$ cat src/rtl/turn_controller_if.sv
// Player/datapath bundle for the checkers move sequencer.
// The controller is the slave; the datapath/player side is the master.
interface turn_controller_if;
    logic [5:0]   cursor_loc;
    logic         btn_select;
    logic         btn_cancel;
    logic [27:0]  legal_move;
    logic [191:0] serialized_board;
    logic [5:0]   select_loc;
    logic [2:0]   switch;
    logic         turn_red;
    logic [2:0]   state_o;
    logic         move_done;
    logic         illegal;

    modport master (
        output cursor_loc, btn_select, btn_cancel, legal_move, serialized_board,
        input  select_loc, switch, turn_red, state_o, move_done, illegal
    );

    modport slave (
        input  cursor_loc, btn_select, btn_cancel, legal_move, serialized_board,
        output select_loc, switch, turn_red, state_o, move_done, illegal
    );
endinterface

$ cat src/rtl/turn_controller.sv
// Checkers move sequencer: pick a piece, capture the legal-move slots,
// pick a destination, then clear source and write destination (with promotion).
module turn_controller #(
    parameter int LEGAL_WAIT = 1
) (
    input  logic             clk,
    input  logic             rst,
    turn_controller_if.slave bus
);
    typedef enum logic [2:0] {
        PICK = 3'd0,
        WAIT = 3'd1,
        DEST = 3'd2,
        CLR  = 3'd3,
        PUT  = 3'd4,
        DONE = 3'd5
    } state_t;

    localparam int CW = $clog2(LEGAL_WAIT + 1) + 1;

    state_t        state, state_nxt;
    logic [5:0]    src, dst;
    logic [27:0]   moves;
    logic [CW-1:0] count;
    logic [1:0]    piece;      // {red, king} of the picked piece
    logic          turn_red;
    logic          move_done, illegal;

    logic [7:0]    cell_base;
    logic [2:0]    cur_cell;
    logic          pick_ok, any_valid, dest_hit;
    logic [2:0]    put_code;
    logic          take_src, take_dst, capture, illegal_nxt;
    logic [2:0]    sw;
    logic [5:0]    sel;

    assign cell_base = {2'b00, bus.cursor_loc} * 8'd3;
    assign cur_cell  = bus.serialized_board[cell_base +: 3];
    assign pick_ok   = cur_cell[2] && (cur_cell[1] == turn_red);
    assign any_valid = bus.legal_move[27] | bus.legal_move[20]
                     | bus.legal_move[13] | bus.legal_move[6];

    // Selecting the source square itself never counts as a destination.
    always_comb begin
        dest_hit = 1'b0;
        for (int k = 0; k < 4; k++) begin
            if (moves[7*k+6] && (moves[7*k +: 6] == bus.cursor_loc))
                dest_hit = 1'b1;
        end
        if (bus.cursor_loc == src)
            dest_hit = 1'b0;
    end

    // Promotion keys on the destination row: red crowns at y=7, white at y=0.
    always_comb begin
        if (piece[0])
            put_code = piece[1] ? 3'd4 : 3'd5;
        else if (piece[1])
            put_code = (dst[2:0] == 3'd7) ? 3'd4 : 3'd2;
        else
            put_code = (dst[2:0] == 3'd0) ? 3'd5 : 3'd3;
    end

    always_comb begin
        state_nxt   = state;
        take_src    = 1'b0;
        take_dst    = 1'b0;
        capture     = 1'b0;
        illegal_nxt = 1'b0;
        sw          = 3'd0;
        sel         = src;
        case (state)
            PICK: begin
                sel = bus.cursor_loc;
                if (bus.btn_select) begin
                    if (pick_ok) begin
                        take_src  = 1'b1;
                        state_nxt = WAIT;
                    end else begin
                        illegal_nxt = 1'b1;
                    end
                end
            end
            WAIT: begin
                if (count == CW'(LEGAL_WAIT)) begin
                    capture = 1'b1;
                    if (any_valid) begin
                        state_nxt = DEST;
                    end else begin
                        illegal_nxt = 1'b1;
                        state_nxt   = PICK;
                    end
                end
            end
            DEST: begin
                if (bus.btn_cancel) begin
                    state_nxt = PICK;
                end else if (bus.btn_select) begin
                    if (dest_hit) begin
                        take_dst  = 1'b1;
                        state_nxt = CLR;
                    end else begin
                        illegal_nxt = 1'b1;
                    end
                end
            end
            CLR: begin
                sw        = 3'd1;
                state_nxt = PUT;
            end
            PUT: begin
                sel       = dst;
                sw        = put_code;
                state_nxt = DONE;
            end
            DONE: begin
                sel       = dst;
                state_nxt = PICK;
            end
            default: state_nxt = PICK;
        endcase
    end

    always_ff @(posedge clk or negedge rst) begin
        if (!rst) begin
            state     <= PICK;
            src       <= '0;
            dst       <= '0;
            moves     <= '0;
            count     <= '0;
            piece     <= '0;
            turn_red  <= 1'b1;
            move_done <= 1'b0;
            illegal   <= 1'b0;
        end else begin
            state <= state_nxt;
            if (take_src) begin
                src   <= bus.cursor_loc;
                piece <= cur_cell[1:0];
                count <= '0;
            end else if (state == WAIT) begin
                count <= count + 1'b1;
            end
            if (capture)
                moves <= bus.legal_move;
            if (take_dst)
                dst <= bus.cursor_loc;
            illegal   <= illegal_nxt;
            move_done <= (state == PUT);
            if (state == DONE)
                turn_red <= ~turn_red;
        end
    end

    assign bus.select_loc = sel;
    assign bus.switch     = sw;
    assign bus.turn_red   = turn_red;
    assign bus.state_o    = state;
    assign bus.move_done  = move_done;
    assign bus.illegal    = illegal;
endmodule

$ cat src/flat_wrapper.sv
// flat-port wrapper written by rule: the top's interface ports become plain ports
module turn_controller_flat 
#(
    parameter int LEGAL_WAIT = 1
)
  (clk, rst, bus_cursor_loc, bus_btn_select, bus_btn_cancel, bus_legal_move, bus_serialized_board, bus_select_loc, bus_switch, bus_turn_red, bus_state_o, bus_move_done, bus_illegal);
  turn_controller_if bus_i ();
  input  logic clk;
  input  logic rst;
  input wire logic [$bits(bus_i.cursor_loc)-1:0] bus_cursor_loc;
  input wire logic [$bits(bus_i.btn_select)-1:0] bus_btn_select;
  input wire logic [$bits(bus_i.btn_cancel)-1:0] bus_btn_cancel;
  input wire logic [$bits(bus_i.legal_move)-1:0] bus_legal_move;
  input wire logic [$bits(bus_i.serialized_board)-1:0] bus_serialized_board;
  output wire logic [$bits(bus_i.select_loc)-1:0] bus_select_loc;
  output wire logic [$bits(bus_i.switch)-1:0] bus_switch;
  output wire logic [$bits(bus_i.turn_red)-1:0] bus_turn_red;
  output wire logic [$bits(bus_i.state_o)-1:0] bus_state_o;
  output wire logic [$bits(bus_i.move_done)-1:0] bus_move_done;
  output wire logic [$bits(bus_i.illegal)-1:0] bus_illegal;
  assign bus_i.cursor_loc = bus_cursor_loc;
  assign bus_i.btn_select = bus_btn_select;
  assign bus_i.btn_cancel = bus_btn_cancel;
  assign bus_i.legal_move = bus_legal_move;
  assign bus_i.serialized_board = bus_serialized_board;
  assign bus_select_loc = bus_i.select_loc;
  assign bus_switch = bus_i.switch;
  assign bus_turn_red = bus_i.turn_red;
  assign bus_state_o = bus_i.state_o;
  assign bus_move_done = bus_i.move_done;
  assign bus_illegal = bus_i.illegal;
  turn_controller #(.LEGAL_WAIT(LEGAL_WAIT)) u_core (.clk(clk), .rst(rst), .bus(bus_i));
endmodule
$ cat config.mk
export PLATFORM = sky130hd
export DESIGN_NAME = turn_controller_flat
export DESIGN_NICKNAME = d
export VERILOG_FILES = /design/src/rtl/turn_controller_if.sv /design/src/rtl/turn_controller.sv /design/src/flat_wrapper.sv
export SDC_FILE = /design/constraint.sdc
export NUM_CORES = 1
export LEC_CHECK = 0
export CAP_MARGIN = 10
export CORE_UTILIZATION = 43
export CTS_BUF_LIST = sky130_fd_sc_hd__clkbuf_4 sky130_fd_sc_hd__clkbuf_8
export DETAILED_ROUTE_END_ITERATION = 16
export GPL_ROUTABILITY_DRIVEN = 0
export GPL_TIMING_DRIVEN = 0
export HOLD_SLACK_MARGIN = 0.12
export PLACE_DENSITY = 0.9
export SLEW_MARGIN = 40
export SYNTH_ARGS = -nofsm -noshare
export SYNTH_HDL_FRONTEND = slang
export SYNTH_SLANG_ARGS = --single-unit
$ cat constraint.sdc
create_clock -name clk -period 3.92 [get_ports clk]
set_input_delay 1.176 -clock clk [delete_from_list [all_inputs] [get_ports clk]]
set_output_delay 1.176 -clock clk [all_outputs]
set_load 0.01 [all_outputs]
* After elaboration in Yosys (flattened, before gate mapping) *
Cells that the tools add are included.

operators by class
  multiplexer cells = 39
  multipliers = 1
  reductions and logical operators = 10
  equal/unequal tests = 18
  bitwise gates (word level) = 4
  add/sub/neg operators = 1
  shift-type cells = 1

operator list
  kind                                                 count
  indexed part select 192 x 9 -> 3 bit                 1
  equality test 6 bit                                  5
  two-way mux 3 bit                                    10
  two-way mux 1 bit                                    22
  case mux 3 bit (5 select lines)                      1
  case mux 6 bit (2 select lines)                      1
  equality test 3 bit, second input constant           3
  multiplier 6 x 2 -> 8 bit, second input constant     1
  equality test 3 x 2 -> 1 bit, second input constant  2
  logical NOT 3 bit                                    2
  two-way mux 2 bit                                    3
  case mux 3 bit (2 select lines)                      1
  logical AND 1 bit                                    5
  AND reduction 5 bit                                  1
  != test 2 x 1 -> 1 bit, second input constant        2
  equality test 3 x 1 -> 1 bit, second input constant  1
  != test 3 x 2 -> 1 bit, second input constant        1
  != test 3 bit, second input constant                 1
  bitwise OR 1 bit                                     3
  case mux 1 bit (3 select lines)                      1
  adder 2 x 1 -> 2 bit, second input constant          1
  equality test 2 x 1 -> 1 bit, second input constant  1
  != test 2 bit, second input constant                 1
  nonzero test 2 bit                                   1
  other kinds (3)                                      3

storage, ports and cells
  output and inout bits = 15
  bits of input ports = 230
  logic and storage cells = 83
  flip-flop bits (word level) = 50

* Longest topological paths before layout *
Gate-level depths: netlist (run 1).

  depth in word-level cells = 11
  gate-level depth with buffers = 11

* Least setup slack after synthesis (run 1) *
OpenSTA, ideal clock, no wires.

  path kind = input to register
  start = input bus_cursor_loc[1]
  end = register u_core.piece[0]
  buffers on the path = 3
  setup time = 0.125 ns
  stages = 7
  setup slack = 0.365 ns
  data arrival time = 3.430 ns
  cell sequence = buf_2 -> buf_2 -> buf_1 -> mux4_2 -> mux4_2 -> mux4_2 -> mux2_4

on the way
  cells in the longest elaborated chain, start to end = 7

RTL lines
  element                                   line                    RTL
  from (decl)                               flat_wrapper.sv:10      input wire logic [$bits(bus_i.cursor_loc)-1:0] bus_cursor_loc;
  multiplier 6 x 2 -> 8 bit (*)             turn_controller.sv:37   assign cell_base = {2'b00, bus.cursor_loc} * 8'd3;
  indexed part select 192 x 9 -> 3 bit (*)  turn_controller.sv:38   assign cur_cell = bus.serialized_board[cell_base +: 3];
  equality test 1 bit                       turn_controller.sv:39   assign pick_ok = cur_cell[2] && (cur_cell[1] == turn_red);
  logical AND 1 bit                         turn_controller.sv:39
  two-way mux 1 bit                         turn_controller.sv:76   if (pick_ok) begin
  two-way mux 1 bit                         turn_controller.sv:75   if (bus.btn_select) begin
  two-way mux 1 bit                         turn_controller.sv:72   case (state)
  to (signal assigned)                      turn_controller.sv:139  piece <= cur_cell[1:0];
  to (decl)                                 turn_controller.sv:25   logic [1:0] piece;

Mark *: on every way between the ends. The rest lies on a longest branch, timed or not.
A chain may end at the register's enable or synchronous reset.

* Final worst setup path (run 1) *
  start = input bus_cursor_loc[3]
  end = output bus_select_loc[3]

on the way
  cells in the longest elaborated chain, start to end = 1

RTL lines
  element                          line                   RTL
  case mux 6 bit (2 select lines)  turn_controller.sv:72
  to (decl)                        flat_wrapper.sv:15     output wire logic [$bits(bus_i.select_loc)-1:0] bus_select_loc;

Every way passes these cells.

==> results.json, run 1 <==
{
  "syn_area_sq_mm": 0.00418,
  "dp.cells": 717,
  "grtUsageTotal_pct": 29.8,
  "crit_family": "buffers and inverters",
  "rows": 35,
  "fmax_mhz": 262,
  "vdd.ir_drop.worst_mv": 0.225,
  "worst-r2r-cell-count": 6,
  "syn-num-nets": 576,
  "regArea_sq_mm": 0.00125,
  "die-area_sq_mm": 0.0101,
  "cts.sinks": 50,
  "synthArstFlopShare_pct": 100,
  "wl_per_cell_um": 20.3,
  "cp_num_cells": 6,
  "ctsHtreeMaxLevel": 2,
  "grtUsageMet1_pct": 32.1,
  "cpMaxStageDelayCell": "clkdlybuf4s50_1",
  "post_cts_buffers": 0,
  "worstMarginPinSlew_ps": 594,
  "drv_slew": 0,
  "start_util_pct": 44.8,
  "place_ws_ps": -763,
  "cp_max_fo": 10,
  "synth_edf_count": 0,
  "pwr_density_cell_mw_per_mm2": 366,
  "fp.dieW_um": 101,
  "use_met2_pct": 54.7,
  "cap_violations": 0,
  "critPathCaptureType": "primary output",
  "vias": 4142,
  "antenna_found_initial": 1,
  "fin_nets": 826,
  "grt_pass1_wl_um": 22700,
  "multi_input_area_sq_mm": 0.00273,
  "hold_viol": 0,
  "grt_overflow": 0,
  "die_height_um": 101,
  "final_cells": 726,
  "grt_pass1_vias": 4483,
  "cp-start-kind": "primary input",
  "drc": 0,
  "synth_area_leaders": "dfrtp_1 (29%), mux4_2 (20%), mux2_2 (11%), mux2i_1 (6.5%), a22oi_1 (4.8%)",
  "ys_types": 48,
  "viasPerCell": 5.71,
  "synthFlopType": "dfrtp_1",
  "crit_arrival_ps": 2650,
  "crit_end": "bus_select_loc[3]",
  "final_cell_area_sq_mm": 0.00696,
  "status": "complete, no violations",
  "cts_hold_buffers": 0,
  "avgSynthCellArea_sq_um": 12.1,
  "setup_ws_ps": 96.7,
  "ys_top_cells_by_count": "dfrtp_1 (49), mux2_2 (39), mux4_2 (37)",
  "timing.rr.start": "u_core.count[1]",
  "hp-class": "flip-flop to flip-flop",
  "core_area_sq_mm": 0.00933,
  "clock_skew_ps": 8.07,
  "r2r-end": "u_core.moves[18]",
  "drtAntennaViolNets": 0,
  "root_buffer": "clkbuf_8",
  "gr-usage-met3_pct": 7.91,
  "n_fill_cell": 667,
  "critPathKind": "primary input to primary output",
  "firstDrtPassIters": 4,
  "drt_iter0_drc": 155,
  "syn_inst": 345,
  "max_stage_delay_ps": 490,
  "globalRoute.busiestLayer": "met2",
  "cts_buffers": 5,
  "clockBufferDepth": 2,
  "grt_setup_unrepaired": "false",
  "yosysTopAreaCell": "dfrtp_1",
  "yosysMostFrequentCell": "dfrtp_1",
  "hpwl_um": 12300,
  "relSlewSlack_pct": 60.4,
  "fin_hold_ws_ps": 522,
  "final-setup-viol-count": 0,
  "rrSetupSlack_ps": 1470,
  "path_clk_slew_ps": 90,
  "critPathRequiredTime_ps": 2740,
  "yosysWarnings": 0,
  "p_leak_nw": 2.75,
  "yosysSeqAreaShare_pct": 30.0,
  "crit_chain": "clkdlybuf4s50_1 > buf_4 > buf_6 > a22oi_1 > o21ai_1 > dlygate4sd2_1",
  "io_pins": 245,
  "syn2layout_area_growth_pct": 66.5,
  "clk_latency_ps": 310,
  "layout-drive-gt1-share_pct": 19.0,
  "synth_top_area_share_pct": 29.3,
  "portBuffers": 242,
  "period_share_pct": 97.5,
  "startpoint": "bus_cursor_loc[3]",
  "crit_buf_inv": 4,
  "grt_max_degree": 28,
  "cts_tree": "done",
  "ys_ff_latch": 50,
  "period_needed_ps": 3820,
  "placedInstanceArea_sq_mm": 0.00679,
  "drt-total-wl_um": 14800
}
-- worst register-to-register path, delay by kind of cell, from the launching register on --
family                   cells  cell delay, ps
buffers and inverters        3            1060
AND/OR/NAND/NOR              1             310
adder cells (fa/ha/maj)      1             180
multiplexers                 1             400
flip-flops                   1             400
-- how the worst min path moves through the flow --
stage	startpoint	to	depth (start not counted)
2_1_floorplan	u_core.moves[13]	u_core.moves[13]	1
3_3_place_gp	u_core.moves[13]	u_core.moves[13]	1
3_5_place_dp	u_core.moves[27]	u_core.moves[27]	1
4_1_cts	u_core.bus.turn_red	u_core.bus.turn_red	1
5_1_grt	u_core.bus.turn_red	u_core.bus.turn_red	1
6_report	u_core.bus.turn_red	u_core.bus.turn_red	1
-- cell families (layout without fill, tap and decap cells) --
group                    Yosys count  count (layout)  share of synthesized area [%]
AO/OA/AOI/OAI                     56              56                           9.43
XOR/XNOR                          32              32                           6.70
adder cells (fa/ha/maj)            1               1                          0.299
buffers and inverters             34             285                           4.85
flip-flops                        50              50                           30.0
multiplexers                     109             109                           40.0
other                              0               1                              0
AND/OR/NAND/NOR                   63              63                           8.71
-- routing by layer --
metal | up-vias | part of all wire, %
met5 | - | 0
met4 | 0 | 3.8
met3 | 41 | 9.4
met2 | 240 | 52
met1 | 1996 | 35
li1 | 1865 | -
-- placed cells by master, fill, tap and decap left out, types with 3 or more instances in the layout --
cell type / Yosys / layout
clkdlybuf4s50_1: 0 / 236
dfrtp_1: 49 / 49
mux2_2: 39 / 39
mux4_2: 37 / 37
a22oi_1: 27 / 27
mux2i_1: 27 / 27
xnor2_1: 16 / 16
xor2_1: 16 / 16
nand2_1: 12 / 12
nor2_1: 9 / 9
nand3_1: 8 / 8
nor4_1: 7 / 7
nor2b_1: 7 / 7
clkbuf_1: 10 / 6
inv_1: 6 / 6
buf_4: 3 / 6
clkbuf_8: 0 / 6
a21oi_1: 6 / 6
buf_6: 1 / 5
o21ai_1: 0 / 5
clkbuf_2: 0 / 4
mux4_1: 4 / 4
nand4_1: 4 / 4
nand2b_1: 3 / 3
o21ai_0: 8 / 3
buf_12: 3 / 3
a211oi_1: 3 / 3
dlygate4sd2_1: 0 / 3
-- metrics by stage --
step	setup TNS, ps	util [%]	power, mW
2_1_floorplan	0	-	1.65
3_3_place_gp	-10220	72.5	2.18
3_5_place_dp	-11740	72.8	2.25
4_1_cts	0	74.5	2.55
5_1_grt	0	74.6	2.70
6_report	0	74.6	2.55
-- timing repair --
action | CTS | global route
pin swaps | 0 | 1
endpoints found under the setup margin | 20 | 10
gates cloned | 0 | 0
gates resized for setup | 31 | 6
-- registers in the layout, indices dropped and copies added, names as in the netlist --
signal	flops
u_core.dst	6
u_core.bus.illegal	1
u_core.bus.turn_red	1
u_core.piece	2
u_core.bus.move_done	1
u_core.bus.state_o	3
u_core.count	2
u_core.moves	28
u_core.src	6
-- layout make-up --
class	count	share of cell area, %
multi-input combinational	261	39.3
timing repair buffer	243	35.1
sequential	50	18.0
buffer	28	3.70
tap	129	2.32
clock buffer	5	0.988
inverter	6	0.324
clock inverter	3	0.306
antenna	1	0.0359
-- where the power goes --
group / internal (mW) / switching (mW)
Sequential: 0.747 / 0.180
Clock: 0.126 / 0.181
Combinational: 0.784 / 0.531
Total: 1.66 / 0.893
Power figures use the tool's default switching activity.
==> inputs of run 2 (changes only) <==
Settings changed: PLACE_DENSITY 0.9 to 0.91.
==> results.json, run 2 (same netlist as run 1, synthesis figures left out) <==
{
  "ctsHtreeMaxLevel": 2,
  "critPathCaptureType": "primary output",
  "period_needed_ps": 3820,
  "vdd.ir_drop.worst_mv": 0.261,
  "hpwl_um": 12100,
  "power.clock.fraction_pct": 12.0,
  "utilization_pct": 74.4,
  "cts_hold_buffers": 0,
  "share_comb_of_total_power_pct": 51.5,
  "rows": 35,
  "p_seq_share_pct": 36.4,
  "p_switching_mw": 0.884,
  "fin_nets": 825,
  "p_sw_share_pct": 34.8,
  "cts_buffers": 5,
  "drc": 0,
  "worstMarginPinSlew_ps": 591,
  "cap_violations": 0,
  "cp-start-kind": "primary input",
  "vias": 4120,
  "viasPerCell": 5.69,
  "period_share_pct": 97.5,
  "layout-drive-gt1-share_pct": 19.2,
  "path_clk_slew_ps": 90,
  "crit_arrival_ps": 2650,
  "die-area_sq_mm": 0.0101,
  "fmax_mhz": 262,
  "worst-r2r-cell-count": 5,
  "intPower_mw": 1.66,
  "clock_skew_ps": 10.2,
  "largest-register": "u_core.moves",
  "largest_reg_flops": 28,
  "critPathRequiredTime_ps": 2740,
  "antenna_found_initial": 0,
  "grt_setup_unrepaired": "false",
  "hp-class": "flip-flop to flip-flop",
  "syn2layout_area_growth_pct": 66.0,
  "drt-total-wl_um": 14500,
  "n_fill_cell": 633,
  "r2r-end": "u_core.moves[15]",
  "timing.rr.start": "u_core.bus.state_o[2]",
  "io_pins": 245,
  "grt_max_degree": 32,
  "pwr_density_cell_mw_per_mm2": 366,
  "drtAntennaViolNets": 0,
  "antennaDiodeCount": 0,
  "grt_overflow": 0,
  "min_to": "u_core.bus.turn_red",
  "cts.sinks": 50,
  "reg_top3": "u_core.moves (28), u_core.dst (6), u_core.src (6)",
  "p_leak_nw": 2.73,
  "grt_pass1_vias": 4427,
  "setup-tns-final_ps": 0,
  "die_height_um": 101,
  "final_common_cell": "clkdlybuf4s50_1",
  "power_mw": 2.54,
  "relSlewSlack_pct": 60.6,
  "core_area_sq_mm": 0.00933,
  "firstDrtPassIters": 5,
  "drt_iter0_drc": 162,
  "status": "complete, no violations",
  "drv_slew": 0,
  "hold_path.startpoint": "u_core.bus.turn_red",
  "clk_latency_ps": 310,
  "root_buffer": "clkbuf_8",
  "worstHoldPathCells": 1,
  "layout_common_cells": "clkdlybuf4s50_1 (237), dfrtp_1 (49), mux2_2 (39), mux4_2 (37)",
  "grt_pass1_wl_um": 22700,
  "start_util_pct": 44.8,
  "rrSetupSlack_ps": 1470,
  "portBuffers": 242,
  "hold_viol": 0,
  "wl_per_cell_um": 20.0,
  "grtUsageTotal_pct": 29.9,
  "final-setup-viol-count": 0,
  "critPathKind": "primary input to primary output",
  "startpoint": "bus_cursor_loc[3]",
  "cp_max_fo": 10,
  "cts_tree": "done",
  "clockBufferDepth": 2,
  "fp.dieW_um": 101
}
run 2: how the worst max path moves through the flow:
stage	depth (start not counted)	to	slack (ps)
after global routing	6	bus_select_loc[2]	4
after floorplan	7	u_core.piece[0]	370
final	6	bus_select_loc[3]	100
after detailed placement	6	bus_select_loc[2]	-730
after CTS	7	bus_select_loc[1]	9
after global placement	6	bus_select_loc[3]	-700
run 2: layout make-up:
class | count | area, sq um | area share (%)
inverter | 6 | 22.5 | 0.325
buffer | 27 | 239 | 3.44
sequential | 50 | 1250 | 18.0
clock buffer | 5 | 68.8 | 0.992
timing repair buffer | 243 | 2430 | 35.1
clock inverter | 3 | 21.3 | 0.307
multi-input combinational | 261 | 2740 | 39.5
tap | 129 | 161 | 2.33
run 2: per-stage QoR:
step | instance area, sq um | instances | setup slack [ps] | hold WS, ps
after global placement | 6760 | 716 | -696 | 489
after floorplan | 4180 | 345 | 365 | 480
after CTS | 6920 | 724 | 8.62 | 519
final | 6940 | 724 | 98.3 | 517
after global routing | 6940 | 724 | 4.35 | 528
after detailed placement | 6780 | 717 | -734 | 500
run 2: power by group through the flow:
stage / clock [mW] / sequential, mW / combinational (mW)
after global routing: 0.329 / 0.956 / 1.42
final: 0.306 / 0.926 / 1.31
after CTS: 0.309 / 0.925 / 1.31
after global placement: 0 / 0.918 / 1.26
after detailed placement: 0 / 0.936 / 1.31
after floorplan: 0 / 0.896 / 0.758
run 2: repair_timing:
| action | CTS | global route |
|---|---|---|
| resized for setup | 28 | 8 |
| buffers inserted | 0 | 0 |
| hold endpoints to repair | 0 | 0 |
| setup endpoints to repair | 20 | 17 |
run 2: worst max-delay path: stages:
cell and delay (ps):
clkdlybuf4s50_1 480, buf_4 210, buf_6 190, a22oi_1 80, o21ai_1 200, dlygate4sd2_1 310
run 2: routing by layer:
metal	vias up	share of wire, %	GRT usage (%)
li1	1857	-	-
met1	2007	37	33.9
met2	218	52	54.6
met3	38	7.7	7.07
met4	0	3.1	10.8
met5	-	0	0
==> inputs of run 3 (changes only) <==
Settings changed: CAP_MARGIN 10 to 20, TNS_END_PERCENT set to 20.
==> results.json, run 3 (same netlist as run 1, synthesis figures left out) <==
{
  "status": "complete, no violations",
  "cts.sinks": 50,
  "vias": 4122,
  "wl_per_cell_um": 20.0,
  "p_leak_nw": 2.74,
  "layout_common_cells": "clkdlybuf4s50_1 (237), dfrtp_1 (49), mux2_2 (39), mux4_2 (37)",
  "cp-start-kind": "primary input",
  "drt_iter0_drc": 176,
  "hpwl_um": 12100,
  "antennaDiodeCount": 0,
  "utilization_pct": 74.5,
  "startpoint": "bus_cursor_loc[0]",
  "critPathCaptureType": "primary output",
  "place_ws_ps": -734,
  "critPathRequiredTime_ps": 2740,
  "clockBufferDepth": 2,
  "final-setup-viol-count": 0,
  "grt_pass1_vias": 4435,
  "cap_violations": 0,
  "layout-drive-gt1-share_pct": 19.3,
  "cts_buffers": 5,
  "ctsHtreeMaxLevel": 2,
  "pwr_density_cell_mw_per_mm2": 366,
  "multi_input_area_sq_mm": 0.00274,
  "reg_top3": "u_core.moves (28), u_core.dst (6), u_core.src (6)",
  "largest-register": "u_core.moves",
  "fp.dieW_um": 101,
  "vdd.ir_drop.worst_mv": 0.262,
  "portBuffers": 242,
  "hp-class": "flip-flop to flip-flop",
  "path_clk_slew_ps": 90,
  "start_util_pct": 44.8,
  "fin_hold_ws_ps": 517,
  "clock_skew_ps": 9.02,
  "core_area_sq_mm": 0.00933,
  "clk_latency_ps": 310,
  "crit_arrival_ps": 2650,
  "grt_overflow": 0,
  "use_met2_pct": 54.9,
  "fmax_mhz": 262,
  "rows": 35,
  "hold_path.startpoint": "u_core.moves[27]",
  "die-area_sq_mm": 0.0101,
  "drtAntennaViolNets": 0,
  "setup_ws_ps": 96.7,
  "relSlewSlack_pct": 60.7,
  "gr-usage-met3_pct": 7.07,
  "drt-total-wl_um": 14500,
  "drv_slew": 0,
  "antenna_found_initial": 0,
  "drc": 0,
  "cts_hold_buffers": 0,
  "grt_max_degree": 32,
  "grt_setup_unrepaired": "false",
  "period_needed_ps": 3820,
  "cp_max_fo": 10,
  "grtUsageMet1_pct": 33.5,
  "die_height_um": 101,
  "fin_nets": 826,
  "syn2layout_area_growth_pct": 66.2,
  "io_pins": 245,
  "largest_reg_flops": 28,
  "critPathKind": "primary input to primary output",
  "grtUsageTotal_pct": 29.8,
  "period_share_pct": 97.5,
  "regArea_sq_mm": 0.00125,
  "cts_tree": "done",
  "root_buffer": "clkbuf_8",
  "globalRoute.busiestLayer": "met2",
  "n_fill_cell": 632,
  "hold_viol": 0,
  "final_common_cell": "clkdlybuf4s50_1",
  "grt_pass1_wl_um": 22700,
  "timing.rr.start": "u_core.bus.state_o[2]",
  "firstDrtPassIters": 4,
  "viasPerCell": 5.69,
  "worstMarginPinSlew_ps": 589
}
## run 3: changes by cell type in the layout (fill, tap and decap cells not counted), sizes merged
cell	delta
buf	+1
## run 3: final cells by class
type	count	area share (%)
multi-input cells	261	39.4
well taps	129	2.32
repair buffers	243	35.1
plain buffers	28	3.55
flip-flops and latches	50	18.0
clock buffers	5	0.991
inverters	6	0.324
clock inverters	3	0.306
## run 3: final timing paths
check                                     to  slack [ps]  cells after the start
max                        bus_select_loc[0]         100                      7
min                         u_core.moves[27]         520                      1
max reg2reg                 u_core.moves[15]        1470                      5
min reg2reg                 u_core.moves[27]         520                      1
max in group asynchronous    u_core.moves[9]        2730                      2
min in group asynchronous      u_core.src[1]         740                      1
## run 3: power by group
group	switching [mW]	internal, mW	total [mW]
logic	0.526	0.787	1.31
clock network	0.180	0.126	0.306
registers	0.180	0.747	0.926
## run 3: what timing repair did
item	4_1_cts	5_1_grt
gates resized for setup	29	9
endpoints found under the setup margin	20	18
endpoints found under the hold margin	0	0
pin swaps	0	0
buffers inserted	0	0
## run 3: per-stage QoR
stage	power (mW)	TNS [ps]	instance area (sq um)	instances
finish	2.54	0	6950	725
global route	2.71	0	6950	725
CTS	2.54	0	6930	725
detailed placement	2.24	-10510	6780	717
global placement	2.17	-8730	6760	716
floorplan	1.65	0	4180	345
## run 3: metal layers
layer	part of all wire [%]	vias up
met1	36	1988
met2	52	229
met4	3.2	0
met5	0	-
li1	-	1861
met3	7.9	44
## run 3: worst max-delay path, stage by stage
cell             delay, ps
buf_6                  110
buf_12                 140
buf_12                 150
buf_4                  210
a22oi_1                100
o21ai_1                190
clkdlybuf4s50_1        560
